<file path="src/rtl/audio_dac_i2s_tx_if.sv">
`default_nettype none
// ============================================================================
// Module      : audio_dac_i2s_tx_if
// Description : Sample-side bus between the jingle sender and the I2S DAC
//               transmitter (write strobe, flush, FIFO status).
// Revision    : 1.0 - initial release
// ============================================================================
interface audio_dac_i2s_tx_if #(
    parameter int SAMPLE_WIDTH = 16,
    parameter int FIFO_DEPTH   = 64
);
    logic [SAMPLE_WIDTH-1:0]       samp_data_i;
    logic                          samp_wr_req_i;
    logic                          clear_i;
    logic                          almfull_o;
    logic                          empty_o;
    logic [$clog2(FIFO_DEPTH):0]   usedw_o;
    logic                          overflow_o;
    logic                          underrun_o;

    modport master (
        output samp_data_i, samp_wr_req_i, clear_i,
        input  almfull_o, empty_o, usedw_o, overflow_o, underrun_o
    );

    modport slave (
        input  samp_data_i, samp_wr_req_i, clear_i,
        output almfull_o, empty_o, usedw_o, overflow_o, underrun_o
    );
endinterface
`default_nettype wire

</file>
<file path="src/rtl/audio_dac_i2s_tx.sv">
`default_nettype none
// ============================================================================
// Module      : audio_dac_i2s_tx
// Description : Sample FIFO plus I2S master serializer (mono sample sent on
//               both slots). Define DAC_LEFT_JUSTIFIED_EN for left-justified.
// Revision    : 1.0 - initial release
// ============================================================================
module audio_dac_i2s_tx #(
    parameter int SAMPLE_WIDTH = 16,
    parameter int FIFO_DEPTH   = 64,
    parameter int ALMFULL_LVL  = 56,
    parameter int BCLK_DIV     = 4,
    parameter int SLOT_BITS    = 16
) (
    input  wire logic             clk_i,
    input  wire logic             rst_i,
    audio_dac_i2s_tx_if.slave     bus,
    output logic                  aud_bclk_o,
    output logic                  aud_daclrck_o,
    output logic                  aud_dacdat_o
);
    localparam int c_AW = $clog2(FIFO_DEPTH);
    localparam int c_UW = c_AW + 1;
    localparam int c_CW = $clog2(2 * SLOT_BITS);
    localparam int c_DW = (BCLK_DIV > 1) ? $clog2(BCLK_DIV) : 1;
    localparam logic [c_CW-1:0] c_CNT_LAST = c_CW'(2 * SLOT_BITS - 1);
    localparam logic [c_DW-1:0] c_DIV_LAST = c_DW'(BCLK_DIV - 1);

    logic [SAMPLE_WIDTH-1:0] r_mem [FIFO_DEPTH];
    logic [c_AW-1:0]         r_wr_ptr;
    logic [c_AW-1:0]         r_rd_ptr;
    logic [c_UW-1:0]         r_usedw;
    logic                    r_almfull;
    logic                    r_overflow;
    logic                    r_underrun;

    logic [c_DW-1:0]         r_div;
    logic                    r_bclk;
    logic                    r_lrck;
    logic                    r_dacdat;
    logic [c_CW-1:0]         r_cnt;
    logic [SAMPLE_WIDTH-1:0] r_sample;
    logic [SLOT_BITS-1:0]    r_shift;

    logic                    w_empty;
    logic                    w_full;
    logic                    w_wr;
    logic                    w_pop;
    logic                    w_div_tc;
    logic                    w_fall;
    logic [c_CW-1:0]         w_cnt_next;
    logic                    w_load;
    logic                    w_slot_start;
    logic [SAMPLE_WIDTH-1:0] w_cur_sample;
    logic [SLOT_BITS-1:0]    w_cur_pad;

    assign w_empty      = (r_usedw == '0);
    assign w_full       = (r_usedw == c_UW'(FIFO_DEPTH));
    assign w_div_tc     = (r_div == c_DIV_LAST);
    assign w_fall       = w_div_tc && r_bclk;
    assign w_cnt_next   = (r_cnt == c_CNT_LAST) ? '0 : r_cnt + c_CW'(1);
    assign w_load       = w_fall && (w_cnt_next == '0);
    assign w_slot_start = (w_cnt_next == '0) || (w_cnt_next == c_CW'(SLOT_BITS));
    // Full is judged on the pre-pop count, so a pop never rescues a write.
    assign w_wr         = bus.samp_wr_req_i && !w_full && !bus.clear_i;
    assign w_pop        = w_load && !w_empty && !bus.clear_i;
    assign w_cur_sample = w_load ? (w_pop ? r_mem[r_rd_ptr] : '0) : r_sample;
    assign w_cur_pad    = SLOT_BITS'(w_cur_sample) << (SLOT_BITS - SAMPLE_WIDTH);

    always_ff @(posedge clk_i) begin
        if (w_wr) begin
            r_mem[r_wr_ptr] <= bus.samp_data_i;
        end
    end

    always_ff @(posedge clk_i or posedge rst_i) begin
        if (rst_i) begin
            r_wr_ptr   <= '0;
            r_rd_ptr   <= '0;
            r_usedw    <= '0;
            r_almfull  <= 1'b0;
            r_overflow <= 1'b0;
            r_underrun <= 1'b0;
        end else begin
            r_overflow <= bus.samp_wr_req_i && w_full && !bus.clear_i;
            r_underrun <= w_load && !w_pop;
            r_almfull  <= (r_usedw >= c_UW'(ALMFULL_LVL));
            if (bus.clear_i) begin
                r_wr_ptr <= '0;
                r_rd_ptr <= '0;
                r_usedw  <= '0;
            end else begin
                if (w_wr) begin
                    r_wr_ptr <= r_wr_ptr + c_AW'(1);
                end
                if (w_pop) begin
                    r_rd_ptr <= r_rd_ptr + c_AW'(1);
                end
                if (w_wr && !w_pop) begin
                    r_usedw <= r_usedw + c_UW'(1);
                end else if (!w_wr && w_pop) begin
                    r_usedw <= r_usedw - c_UW'(1);
                end
            end
        end
    end

    // Serializer state moves only on the clk cycle that drops BCLK.
    always_ff @(posedge clk_i or posedge rst_i) begin
        if (rst_i) begin
            r_div    <= '0;
            r_bclk   <= 1'b0;
            r_lrck   <= 1'b1;
            r_dacdat <= 1'b0;
            r_cnt    <= c_CNT_LAST;
            r_sample <= '0;
            r_shift  <= '0;
        end else begin
            if (w_div_tc) begin
                r_div  <= '0;
                r_bclk <= ~r_bclk;
            end else begin
                r_div  <= r_div + c_DW'(1);
            end
            if (w_fall) begin
                r_cnt  <= w_cnt_next;
                r_lrck <= (w_cnt_next >= c_CW'(SLOT_BITS));
                if (w_load) begin
                    r_sample <= w_cur_sample;
                end
`ifdef DAC_LEFT_JUSTIFIED_EN
                if (w_slot_start) begin
                    r_dacdat <= w_cur_pad[SLOT_BITS-1];
                    r_shift  <= w_cur_pad << 1;
                end else begin
                    r_dacdat <= r_shift[SLOT_BITS-1];
                    r_shift  <= r_shift << 1;
                end
`else
                // Slot start emits what is left in the shifter: the previous
                // slot's LSB when slots are exactly sample-wide, else padding.
                r_dacdat <= r_shift[SLOT_BITS-1];
                r_shift  <= w_slot_start ? w_cur_pad : (r_shift << 1);
`endif
            end
        end
    end

    assign bus.almfull_o  = r_almfull;
    assign bus.empty_o    = w_empty;
    assign bus.usedw_o    = r_usedw;
    assign bus.overflow_o = r_overflow;
    assign bus.underrun_o = r_underrun;
    assign aud_bclk_o     = r_bclk;
    assign aud_daclrck_o  = r_lrck;
    assign aud_dacdat_o   = r_dacdat;
endmodule
`default_nettype wire

</file>
<file path="src/flat_wrapper.sv">
// flat-port wrapper written by rule: the top's interface ports become plain ports
module audio_dac_i2s_tx_flat 
#(
    parameter int SAMPLE_WIDTH = 16,
    parameter int FIFO_DEPTH   = 64,
    parameter int ALMFULL_LVL  = 56,
    parameter int BCLK_DIV     = 4,
    parameter int SLOT_BITS    = 16
)
  (clk_i, rst_i, aud_bclk_o, aud_daclrck_o, aud_dacdat_o, bus_samp_data_i, bus_samp_wr_req_i, bus_clear_i, bus_almfull_o, bus_empty_o, bus_usedw_o, bus_overflow_o, bus_underrun_o);
  audio_dac_i2s_tx_if #(.SAMPLE_WIDTH(SAMPLE_WIDTH), .FIFO_DEPTH(FIFO_DEPTH)) bus_i ();
  input  wire logic clk_i;
  input  wire logic rst_i;
  output logic aud_bclk_o;
  output logic aud_daclrck_o;
  output logic aud_dacdat_o;
  input wire logic [$bits(bus_i.samp_data_i)-1:0] bus_samp_data_i;
  input wire logic [$bits(bus_i.samp_wr_req_i)-1:0] bus_samp_wr_req_i;
  input wire logic [$bits(bus_i.clear_i)-1:0] bus_clear_i;
  output wire logic [$bits(bus_i.almfull_o)-1:0] bus_almfull_o;
  output wire logic [$bits(bus_i.empty_o)-1:0] bus_empty_o;
  output wire logic [$bits(bus_i.usedw_o)-1:0] bus_usedw_o;
  output wire logic [$bits(bus_i.overflow_o)-1:0] bus_overflow_o;
  output wire logic [$bits(bus_i.underrun_o)-1:0] bus_underrun_o;
  assign bus_i.samp_data_i = bus_samp_data_i;
  assign bus_i.samp_wr_req_i = bus_samp_wr_req_i;
  assign bus_i.clear_i = bus_clear_i;
  assign bus_almfull_o = bus_i.almfull_o;
  assign bus_empty_o = bus_i.empty_o;
  assign bus_usedw_o = bus_i.usedw_o;
  assign bus_overflow_o = bus_i.overflow_o;
  assign bus_underrun_o = bus_i.underrun_o;
  audio_dac_i2s_tx #(.SAMPLE_WIDTH(SAMPLE_WIDTH), .FIFO_DEPTH(FIFO_DEPTH), .ALMFULL_LVL(ALMFULL_LVL), .BCLK_DIV(BCLK_DIV), .SLOT_BITS(SLOT_BITS)) u_core (.clk_i(clk_i), .rst_i(rst_i), .bus(bus_i), .aud_bclk_o(aud_bclk_o), .aud_daclrck_o(aud_daclrck_o), .aud_dacdat_o(aud_dacdat_o));
endmodule
</file>
<file path="config.mk">
export PLATFORM = sky130hd
export DESIGN_NAME = audio_dac_i2s_tx_flat
export DESIGN_NICKNAME = d
export VERILOG_FILES = /design/src/rtl/audio_dac_i2s_tx_if.sv /design/src/rtl/audio_dac_i2s_tx.sv /design/src/flat_wrapper.sv
export SDC_FILE = /design/constraint.sdc
export NUM_CORES = 1
export LEC_CHECK = 0
export CAP_MARGIN = 20
export CORE_AREA = 2 2 290 292
export CTS_BUF_LIST = sky130_fd_sc_hd__clkbuf_8
export DETAILED_ROUTE_END_ITERATION = 8
export DIE_AREA = 0 0 292 294
export HOLD_SLACK_MARGIN = 0.06
export PLACE_DENSITY = 0.71
export SYNTH_ARGS = -nofsm -noshare
export SYNTH_HDL_FRONTEND = slang
export SYNTH_SLANG_ARGS = --single-unit
</file>
<file path="constraint.sdc">
create_clock -name clk_i -period 3.97 [get_ports clk_i]
set_input_delay 0.794 -clock clk_i [delete_from_list [all_inputs] [get_ports clk_i]]
set_output_delay 0.794 -clock clk_i [all_outputs]
set_load 0.02 [all_outputs]
</file>
# After elaboration in Yosys (flattened, before gate mapping)
# Memories as Yosys holds them, arrays and structs flattened.
# Cells that the tools add are included.
[word_totals] regBits=64 wordCells=64 ram_bits=1024 input_bits=20 output_inout_bits=14 mem_count=1
[memory_table] name="u_core.r_mem" depth=64 word_bits=16 rd=1 rd_ports_with_merged_regs=0 wr=1 line_no="audio_dac_i2s_tx.sv:29" text="logic [SAMPLE_WIDTH-1:0] r_mem [FIFO_DEPTH];"
[op_classes] add_sub_neg=6 magnitude_cmp=2 n_mux=14 bitwise=1 eq_ne=4 n_reduce_logical=23
[op_table] op="2-to-1 mux 16 bit" count=3
[op_table] op="2-to-1 mux 6 bit" count=4
[op_table] op="2-to-1 mux 7 bit" count=3
[op_table] op="adder 6 x 1 -> 6 bit, second input constant" count=2
[op_table] op="logical AND 1 bit" count=11
[op_table] op="== test 5 bit, second input constant" count=2
[op_table] op="adder 7 x 1 -> 7 bit, second input constant" count=1
[op_table] op="== test 7 bit, second input constant" count=1
[op_table] op="greater-or-equal comparator 7 x 6 -> 1 bit, second input constant" count=1
[op_table] op="logical NOT 7 bit" count=1
[op_table] op="subtractor 7 x 1 -> 7 bit, second input constant" count=1
[op_table] op="adder 5 x 1 -> 5 bit, second input constant" count=1
[op_table] op="greater-or-equal comparator 5 bit, second input constant" count=1
[op_table] op="logical NOT 1 bit" count=5
[op_table] op="logical NOT 5 bit" count=1
[op_table] op="2-to-1 mux 5 bit" count=1
[op_table] op="nonzero test 2 bit" count=2
[op_table] op="nonzero test 3 bit" count=1
[op_table] op="adder 2 x 1 -> 2 bit, second input constant" count=1
[op_table] op="== test 2 bit, second input constant" count=1
[op_table] op="2-to-1 mux 1 bit" count=2
[op_table] op="2-to-1 mux 2 bit" count=1
[op_table] op="AND reduction 2 bit" count=1
[op_table] op="logical OR 1 bit" count=1
[op_table] op="NOT 1 bit" count=1

# Longest topological paths before layout
# Gate-level depths: netlist of run 1.
[depth] word_depth=10 depth_mapped=15 ltp_nobuf=15

# Worst setup path after synthesis of run 1
# No wires, ideal clock.
[synth_path] path_kind="register to register" from="register u_core.r_usedw[0] (netlist: u_core.bus.usedw_o[0])" to="register u_core.r_usedw[5] (netlist: u_core.bus.usedw_o[5])" t_arrival_ps=3439 period_less_slack_ps=3575 n_path_buf=0 setup_ps=136 required_time_ps=3834 path_stages_with_launch=12 path_slack_ps=395 path_cell_list="dfrtp_1 or4_4 nor4_4 nor3_4 or3_1 ha_1 a21oi_1 a21boi_0 o21a_1 or3_1 nand3_1 a21oi_1"
[synth_via] elab_chain_cells=8 word_cells_on_any_way=18 classes_between="2 x add/sub; 1 x eq/ne; 3 x mux; 12 x reduce/logical"
[synth_lines] element="start: declaration" line_no="audio_dac_i2s_tx.sv:32" text="logic [c_UW-1:0] r_usedw;"
[synth_lines] element="start signal: assignment" line_no="audio_dac_i2s_tx.sv:100" text="r_usedw <= r_usedw + c_UW'(1);"
[synth_lines] element="start signal: assignment" line_no="audio_dac_i2s_tx.sv:102" text="r_usedw <= r_usedw - c_UW'(1);"
[synth_lines] element="logical NOT 7 bit *" line_no="audio_dac_i2s_tx.sv:57" text="assign w_empty = (r_usedw == '0);"
[synth_lines] element="named net bus_empty_o" line_no="flat_wrapper.sv:21" text="output wire logic [$bits(bus_i.empty_o)-1:0] bus_empty_o;"
[synth_lines] element="logical NOT 1 bit *" line_no="audio_dac_i2s_tx.sv:66" text="assign w_pop = w_load && !w_empty && !bus.clear_i;"
[synth_lines] element="logical AND 1 bit * (2 in series)" line_no="audio_dac_i2s_tx.sv:66"
[synth_lines] element="logical NOT 1 bit" line_no="audio_dac_i2s_tx.sv:99" text="if (w_wr && !w_pop) begin"
[synth_lines] element="logical AND 1 bit" line_no="audio_dac_i2s_tx.sv:99"
[synth_lines] element="2-to-1 mux 7 bit" line_no="audio_dac_i2s_tx.sv:99"
[synth_lines] element="2-to-1 mux 7 bit" line_no="audio_dac_i2s_tx.sv:88" text="if (bus.clear_i) begin"
# Mark *: on every way through the listed nets, which the timed path passes. The rest lies on a longest branch. The select of a mux whose other input is x is not followed.
# A chain may end at the register's enable or synchronous reset.

# Final worst setup path of run 1
[layout_path] from="register u_core.r_usedw[0] (netlist: u_core.bus.usedw_o[0])" to="output bus_empty_o"
[layout_via] elab_chain_cells=1
[layout_lines] element="logical NOT 7 bit" line_no="audio_dac_i2s_tx.sv:57"
[layout_lines] element="end: declaration" line_no="flat_wrapper.sv:21"
# Every way passes these cells.

==> metrics.txt, run 1 <==
# TYPE chip_impl_metric gauge
chip_impl_metric{name="synthesis.instances",unit=""} 2100
chip_impl_metric{name="setup_slack",unit="ns"} 0.295
chip_impl_metric{name="layout.nets",unit=""} 2368
chip_impl_metric{name="share_of_yosys_cell_area_claimed_by_the_top_area_cell_type",unit=""} 0.718
chip_impl_metric{name="netSwitchingFraction",unit=""} 0.215
chip_impl_metric{name="grt_pass1_wl",unit="mm"} 148
chip_impl_metric{name="grt_antenna_before_repair",unit=""} 5
chip_impl_metric{name="worst_ep_required_time",unit="ns"} 3.18
chip_impl_metric{name="timing.final.crit_period",unit="ns"} 3.67
chip_impl_metric{name="layout_worst_path_cycle_share",unit=""} 0.926
chip_impl_info{name="rr_startpoint",value="u_core.r_cnt[0]"} 1
chip_impl_metric{name="cts_inserted_buffers",unit=""} 165
chip_impl_metric{name="post_drt_wl_per_cell",unit="um"} 28.5
chip_impl_metric{name="final_area",unit="um^2"} 48100
chip_impl_metric{name="p_comb_frac",unit=""} 0.028
chip_impl_metric{name="buffer_ports.inserted",unit=""} 33
chip_impl_info{name="worstSetupStartpoint",value="u_core.bus.usedw_o[0]"} 1
chip_impl_info{name="synth_largest_area_cell",value="edfxtp_1"} 1
chip_impl_metric{name="clock_power_share",unit=""} 0.389
chip_impl_metric{name="floorplan.initialDensity",unit=""} 0.516
chip_impl_metric{name="seq_power_share",unit=""} 0.583
chip_impl_metric{name="route.final.wire_length",unit="mm"} 101
chip_impl_info{name="cts_tree",value="done"} 1
chip_impl_metric{name="syn_to_final_growth",unit="%"} 12.3
chip_impl_metric{name="gr-total-overflow",unit=""} 0
chip_impl_metric{name="grt_use_total",unit=""} 0.239
chip_impl_metric{name="internal_pwr_total",unit="uW"} 17000
chip_impl_metric{name="max-cap-violations",unit=""} 0
chip_impl_metric{name="power_density",unit="nW/um^2"} 451
chip_impl_info{name="synth.top_cells.by_area",value="edfxtp_1 (72%), mux4_2 (12%), dfrtp_1 (3.4%)"} 1
chip_impl_info{name="setup.worst_path.class",value="reg2out"} 1
chip_impl_metric{name="asyncSetResetFlopFracSynth",unit=""} 0.0588
chip_impl_info{name="top_reg_cell_synth",value="edfxtp_1"} 1
chip_impl_info{name="rr_endpoint",value="u_core.bus.usedw_o[6]"} 1
chip_impl_metric{name="cts-htree-levels",unit=""} 4
chip_impl_metric{name="worst-slew-pin-transition",unit="ns"} 1.15
chip_impl_metric{name="remaining_drc_errors",unit=""} 0
chip_impl_info{name="outcome",value="complete, no violations"} 1
chip_impl_metric{name="rows",unit=""} 106
chip_impl_metric{name="edff_count_synth",unit=""} 1024
chip_impl_metric{name="drt_iter0_drc",unit=""} 2699
chip_impl_info{name="final_cell_mix",value="edfxtp_1 (1024), mux4_2 (222), clkbuf_8 (174)"} 1
chip_impl_metric{name="vias",unit=""} 22130
chip_impl_metric{name="dp_hpwl",unit="mm"} 62.3
chip_impl_metric{name="finalWeightedCongestion",unit=""} 0.948
chip_impl_metric{name="pre_cts_ws",unit="ns"} 0.313
chip_impl_metric{name="worst_slew_margin_rel",unit=""} 0.232
chip_impl_metric{name="drtAntennaViolNets",unit=""} 0
chip_impl_metric{name="num_io_pins",unit=""} 34
chip_impl_metric{name="synthDistinctLibCells",unit=""} 70
chip_impl_metric{name="max_clock_freq",unit="MHz"} 272
chip_impl_info{name="endpoint",value="bus_empty_o"} 1
chip_impl_metric{name="design.die.area",unit="um^2"} 85800
chip_impl_metric{name="reg2regPathDepth",unit=""} 15
chip_impl_metric{name="horizontal_extent_of_the_die",unit="um"} 292
chip_impl_metric{name="syn_avg_cell_area",unit="um^2"} 20.4
chip_impl_metric{name="timing.reg2reg.setup_slack",unit="ns"} 0.39
chip_impl_metric{name="cts.clk_slew.worst_paths",unit="ns"} 0.07
chip_impl_metric{name="detail_route.vias_per_cell",unit=""} 6.24
chip_impl_metric{name="fp.coreArea",unit="um^2"} 82900
chip_impl_info{name="worstHoldPathType",value="in2reg"} 1
chip_impl_metric{name="final-setup-viol-count",unit=""} 0
chip_impl_metric{name="post-cts-setup-buffer-count",unit=""} 0
chip_impl_metric{name="fin_worst_skew",unit="ns"} 0.0340
chip_impl_metric{name="synth.cell_area",unit="um^2"} 42800
chip_impl_metric{name="critPathMaxFanout",unit=""} 6
chip_impl_info{name="final_common_cell",value="edfxtp_1"} 1
chip_impl_metric{name="pin_count_of_the_biggest_net_entering_global_routing",unit=""} 65
chip_impl_metric{name="clock_insertion_delay_worst_skew",unit="ns"} 0.83
chip_impl_info{name="critical_path_end_type",value="output port"} 1
chip_impl_metric{name="hold_depth",unit=""} 1
chip_impl_metric{name="power.net_switching",unit="uW"} 4660
chip_impl_metric{name="sequential_share_of_the_synthesized_area",unit=""} 0.756
chip_impl_metric{name="arrival_time_of_data_at_the_critical_path_endpoint",unit="ns"} 2.88
chip_impl_metric{name="synth.net_count",unit=""} 2133
chip_impl_metric{name="cts.sink_count",unit=""} 1088
chip_impl_metric{name="maxSlewViolCount",unit=""} 0
chip_impl_metric{name="static-leakage-power",unit="uW"} 0.0151
chip_impl_metric{name="max-clock-path-buffers",unit=""} 3
chip_impl_metric{name="dieHeight",unit="um"} 294
chip_impl_metric{name="worst_supply_voltage_drop_on_vdd",unit="V"} 0.000324
chip_impl_metric{name="first_global_vias",unit=""} 22307
chip_impl_info{name="cp-start-kind",value="register"} 1
chip_impl_metric{name="first_pass_iters",unit=""} 6
chip_impl_metric{name="fin_setup_tns",unit="ns"} 0
chip_impl_metric{name="detailed_place.area",unit="um^2"} 45000
chip_impl_metric{name="ys_ff_latch",unit=""} 1088
chip_impl_metric{name="share_of_final_layout_standard_cells_stronger_than_drive_strength_1",unit=""} 0.263
chip_impl_info{name="clockRootBuffer",value="clkbuf_8"} 1
chip_impl_metric{name="yosysWarnings",unit=""} 0
chip_impl_metric{name="finalHoldViolCount",unit=""} 0
chip_impl_info{name="unrepaired_setup_endpoints_after_global_routing",value="no"} 1
[power groups by stage]
stage / clock [uW] / sequential (uW) / combinational (uW)
after global placement: 0 / 12900 / 578
final: 8430 / 12700 / 605
after global routing: 9070 / 12700 / 656
after floorplan: 0 / 12900 / 226
after detailed placement: 0 / 12900 / 602
after CTS: 8590 / 12700 / 604
[routing by layer]
metal,global-route usage,part of all wire
met5,0,0.00034
met4,0.0830,0.031
met3,0.0515,0.086
met2,0.370,0.48
met1,0.341,0.41
[what timing repair did]
action,in CTS,in global routing
resized for setup,0,1
hold buffers,0,0
setup endpoints to repair,0,1
[cells in the mapped netlist (15+ instances only)]
master / number
mux2i_1: 126
a22oi_1: 20
o22ai_1: 21
nor2_1: 98
buf_4: 30
or3_1: 18
nand2b_1: 15
buf_2: 30
o21ai_0: 33
a221oi_1: 40
mux2_2: 20
a21oi_1: 18
nand2_1: 78
dfrtp_1: 58
mux4_2: 222
nand3_1: 19
clkbuf_1: 36
edfxtp_1: 1024
[critical path: stages (launching register included)]
cell and delay [ns]:
dfrtp_1 0.42, or4_4 0.60, nor4_4 0.23, buf_4 0.20, clkdlybuf4s50_1 0.60
[logic make-up (layout without fill, tap and decap cells)]
kind of cell / after synthesis / after routing / share of synthesized area
DFF: 1088 / 1088 / 0.756
muxes: 369 / 369 / 0.152
and+or+nand+nor: 294 / 294 / 0.0339
AOI/OAI and AO/OA: 197 / 197 / 0.0351
buffers and inverters: 125 / 489 / 0.0162
xor gates and xnor gates: 14 / 14 / 0.00304
adders and majority gates: 13 / 13 / 0.00397
other: 0 / 2 / 0
[per-stage QoR]
step	std cells	hold slack (ns)	power [uW]	utilization
after floorplan	2100	0.403	13100	-
after global placement	3246	0.415	13500	0.543
after detailed placement	3246	0.432	13500	0.543
after CTS	3542	0.415	21900	0.579
after global routing	3545	0.308	22400	0.580
final	3546	0.336	21700	0.580
[registers in the layout, indices dropped and copies added (netlist names)]
register,count
u_core.aud_bclk_o,1
u_core.aud_dacdat_o,1
u_core.aud_daclrck_o,1
u_core.bus.almfull_o,1
u_core.bus.overflow_o,1
u_core.bus.underrun_o,1
u_core.bus.usedw_o,7
u_core.r_cnt,5
u_core.r_div,2
u_core.r_mem,1024
u_core.r_rd_ptr,6
u_core.r_sample,16
u_core.r_shift,16
u_core.r_wr_ptr,6
[worst min path at each step]
stage / from / endpoint
2_1_floorplan: u_core.r_div[0] / u_core.r_div[0]
3_3_place_gp: u_core.r_div[0] / u_core.r_div[0]
3_5_place_dp: u_core.r_div[0] / u_core.r_div[0]
4_1_cts: bus_samp_data_i[10] / u_core.r_mem[31][10]
5_1_grt: bus_samp_data_i[14] / u_core.r_mem[11][14]
6_report: bus_samp_data_i[14] / u_core.r_mem[11][14]
[final cells by class]
class	instances	area, um^2
inverter	11	41.3
clock inverter	122	607
clock buffer	174	2390
fill	5910	34800
timing repair buffer	182	1540
multi-input combinational	887	9770
sequential	1088	32400
antenna	2	5.00
tap	1080	1350
Note: power is estimated with default switching activity, not from simulation.
==> run 2, diff against run 1 <==
CAP_MARGIN = unset   (was 20)
==> run 2 against run 1 <==
Clock skew shrank 0.0011 ns. Non-clock buffer count shrank 2. Sequential share of layout area grew 0.060 points. Clock power is essentially flat. Maximum frequency is essentially flat. Die area is the same. Combinational power shrank 1%. Core utilization shrank 0.051 points. Register-to-register slack gained 0.02 ns. Final cell count is essentially flat. Total power is essentially flat.
==> metrics.txt, run 2 (synthesized netlist as in run 1, its figures left out) <==
# TYPE chip_impl_metric gauge
chip_impl_info{name="outcome",value="complete, no violations"} 1
chip_impl_metric{name="post-cts-setup-buffer-count",unit=""} 0
chip_impl_metric{name="final_core_util",unit=""} 0.580
chip_impl_info{name="final_cell_mix",value="edfxtp_1 (1024), mux4_2 (222), clkbuf_8 (174)"} 1
chip_impl_metric{name="grt_pass1_wl",unit="mm"} 148
chip_impl_metric{name="first_global_vias",unit=""} 22307
chip_impl_metric{name="fin_worst_skew",unit="ns"} 0.0329
chip_impl_metric{name="fp.coreArea",unit="um^2"} 82900
chip_impl_info{name="slowest_stage",value="or4_4"} 1
chip_impl_metric{name="worst_ep_required_time",unit="ns"} 3.18
chip_impl_metric{name="reg2regPathDepth",unit=""} 15
chip_impl_metric{name="maxSlewViolCount",unit=""} 0
chip_impl_metric{name="detail_route.vias_per_cell",unit=""} 6.23
chip_impl_metric{name="ctsResizeCount",unit=""} 0
chip_impl_metric{name="instances_no_fill",unit=""} 3543
chip_impl_metric{name="layout.nets",unit=""} 2366
chip_impl_metric{name="worst-slew-pin-transition",unit="ns"} 1.22
chip_impl_info{name="largest-register",value="u_core.r_mem"} 1
chip_impl_metric{name="share_of_final_layout_standard_cells_stronger_than_drive_strength_1",unit=""} 0.263
chip_impl_metric{name="place_inst",unit=""} 3246
chip_impl_metric{name="worst_slew_margin_rel",unit=""} 0.187
chip_impl_info{name="biggestRegsByFlops",value="u_core.r_mem x1024, u_core.r_sample x16, u_core.r_shift x16"} 1
chip_impl_metric{name="buffer_ports.inserted",unit=""} 33
chip_impl_info{name="setup.worst_path.class",value="reg2out"} 1
chip_impl_metric{name="max_clock_freq",unit="MHz"} 272
chip_impl_metric{name="grt_antenna_before_repair",unit=""} 5
chip_impl_metric{name="power_density",unit="nW/um^2"} 451
chip_impl_metric{name="static-leakage-power",unit="uW"} 0.0151
chip_impl_info{name="worstHoldPathType",value="reg2reg"} 1
chip_impl_info{name="final_common_cell",value="edfxtp_1"} 1
chip_impl_metric{name="cts.sink_count",unit=""} 1088
chip_impl_metric{name="post-layout-total-power",unit="uW"} 21700
chip_impl_metric{name="design.die.area",unit="um^2"} 85800
chip_impl_metric{name="finalWeightedCongestion",unit=""} 0.948
chip_impl_metric{name="arrival_time_of_data_at_the_critical_path_endpoint",unit="ns"} 2.88
chip_impl_metric{name="fin_setup_tns",unit="ns"} 0
chip_impl_metric{name="dieHeight",unit="um"} 294
chip_impl_metric{name="detailed_place.area",unit="um^2"} 45000
chip_impl_metric{name="drt_iter0_drc",unit=""} 2626
chip_impl_metric{name="cts-htree-levels",unit=""} 4
chip_impl_info{name="clockRootBuffer",value="clkbuf_8"} 1
chip_impl_metric{name="horizontal_extent_of_the_die",unit="um"} 292
chip_impl_metric{name="remaining_drc_errors",unit=""} 0
chip_impl_metric{name="timing.reg2reg.setup_slack",unit="ns"} 0.41
chip_impl_metric{name="num_io_pins",unit=""} 34
chip_impl_metric{name="grt_use_total",unit=""} 0.239
chip_impl_info{name="cp-start-kind",value="register"} 1
chip_impl_metric{name="largest_reg_flops",unit=""} 1024
chip_impl_info{name="cts_tree",value="done"} 1
chip_impl_metric{name="max-cap-violations",unit=""} 0
chip_impl_metric{name="critPathMaxFanout",unit=""} 6
chip_impl_metric{name="syn_to_final_growth",unit="%"} 12.2
chip_impl_metric{name="hold_depth",unit=""} 1
chip_impl_metric{name="cts.clk_slew.worst_paths",unit="ns"} 0.06
chip_impl_info{name="unrepaired_setup_endpoints_after_global_routing",value="no"} 1
chip_impl_info{name="whs_endpoint",value="u_core.r_div[0]"} 1
chip_impl_metric{name="timing.final.crit_period",unit="ns"} 3.68
chip_impl_metric{name="nFillCells",unit=""} 5914
chip_impl_metric{name="clock_insertion_delay_worst_skew",unit="ns"} 0.83
chip_impl_metric{name="worst_supply_voltage_drop_on_vdd",unit="V"} 0.000324
chip_impl_info{name="critical_path_end_type",value="output port"} 1
chip_impl_metric{name="dp_hpwl",unit="mm"} 62.3
chip_impl_metric{name="floorplan.initialDensity",unit=""} 0.516
chip_impl_metric{name="layout_worst_path_cycle_share",unit=""} 0.926
chip_impl_info{name="min_from",value="u_core.r_div[0]"} 1
chip_impl_metric{name="drtAntennaViolNets",unit=""} 0
chip_impl_metric{name="finalHoldViolCount",unit=""} 0
chip_impl_metric{name="hold_buffers",unit=""} 0
chip_impl_metric{name="max-clock-path-buffers",unit=""} 3
chip_impl_info{name="rr_endpoint",value="u_core.bus.usedw_o[6]"} 1
chip_impl_metric{name="first_pass_iters",unit=""} 6
chip_impl_metric{name="post_drt_wl_per_cell",unit="um"} 28.4
chip_impl_info{name="cell_breakdown_of_the_critical_path",value="or4_4 > nor4_4 > buf_4 > clkdlybuf4s50_1"} 1
chip_impl_metric{name="final_area",unit="um^2"} 48000
chip_impl_metric{name="route.final.wire_length",unit="mm"} 101
chip_impl_metric{name="vias",unit=""} 22087
chip_impl_info{name="rr_startpoint",value="u_core.r_cnt[0]"} 1
chip_impl_metric{name="final-setup-viol-count",unit=""} 0
chip_impl_metric{name="pin_count_of_the_biggest_net_entering_global_routing",unit=""} 65
chip_impl_metric{name="gr-total-overflow",unit=""} 0
chip_impl_metric{name="cp_slowest_stage_delay",unit="ns"} 0.60
chip_impl_metric{name="rows",unit=""} 106
chip_impl_metric{name="cts_inserted_buffers",unit=""} 165
==> run 2: per-layer routing <==
layer / routed length, um / global-route usage
met1: 40900 / 0.341
met2: 47900 / 0.370
met3: 8940 / 0.0515
met4: 2920 / 0.0830
met5: 23 / 0
==> run 2: metrics by stage <==
stage	hold WS [ns]	setup WS, ns
6_report	0.436	0.293
2_1_floorplan	0.403	0.395
5_1_grt	0.456	0.0862
3_5_place_dp	0.432	0.313
3_3_place_gp	0.415	0.311
4_1_cts	0.415	0.188
==> run 2: layout make-up <==
cell class                      instances  area [um^2]  share of cell area
Inverter                               11         41.3            0.000859
Antenna cell                            1         2.50           0.0000521
Sequential cell                      1088        32400               0.674
Multi-Input combinational cell        887         9770               0.203
Timing Repair Buffer                  180         1500              0.0313
Tap cell                             1080         1350              0.0281
Clock inverter                        122          607              0.0126
Clock buffer                          174         2390              0.0499
==> run 2: worst max-delay path: cells and delay by family, from the launching register on <==
kind	cells	cell delay [ns]
AND/OR/NAND/NOR	2	0.83
flip-flops	1	0.42
buffers and inverters	2	0.81
==> run 2: where the power goes <==
part	switching, uW	leakage, uW	internal, uW	total, uW
registers	52.7	0.00997	12600	12700
logic	417	0.00338	181	598
clock network	4170	0.00170	4250	8420
total	4640	0.0151	17000	21700
==> run 2: worst max-delay path by stage <==
stage                           from               endpoint  slack, ns  cells after the start
3_5_place_dp         u_core.r_cnt[0]  u_core.bus.usedw_o[6]       0.31                     15
6_report       u_core.bus.usedw_o[0]            bus_empty_o       0.29                      4
3_3_place_gp         u_core.r_cnt[0]  u_core.bus.usedw_o[6]       0.31                     15
2_1_floorplan  u_core.bus.usedw_o[0]  u_core.bus.usedw_o[5]       0.39                     11
5_1_grt              u_core.r_cnt[0]  u_core.bus.usedw_o[6]       0.09                     15
4_1_cts        u_core.bus.usedw_o[0]            bus_empty_o       0.19                      4
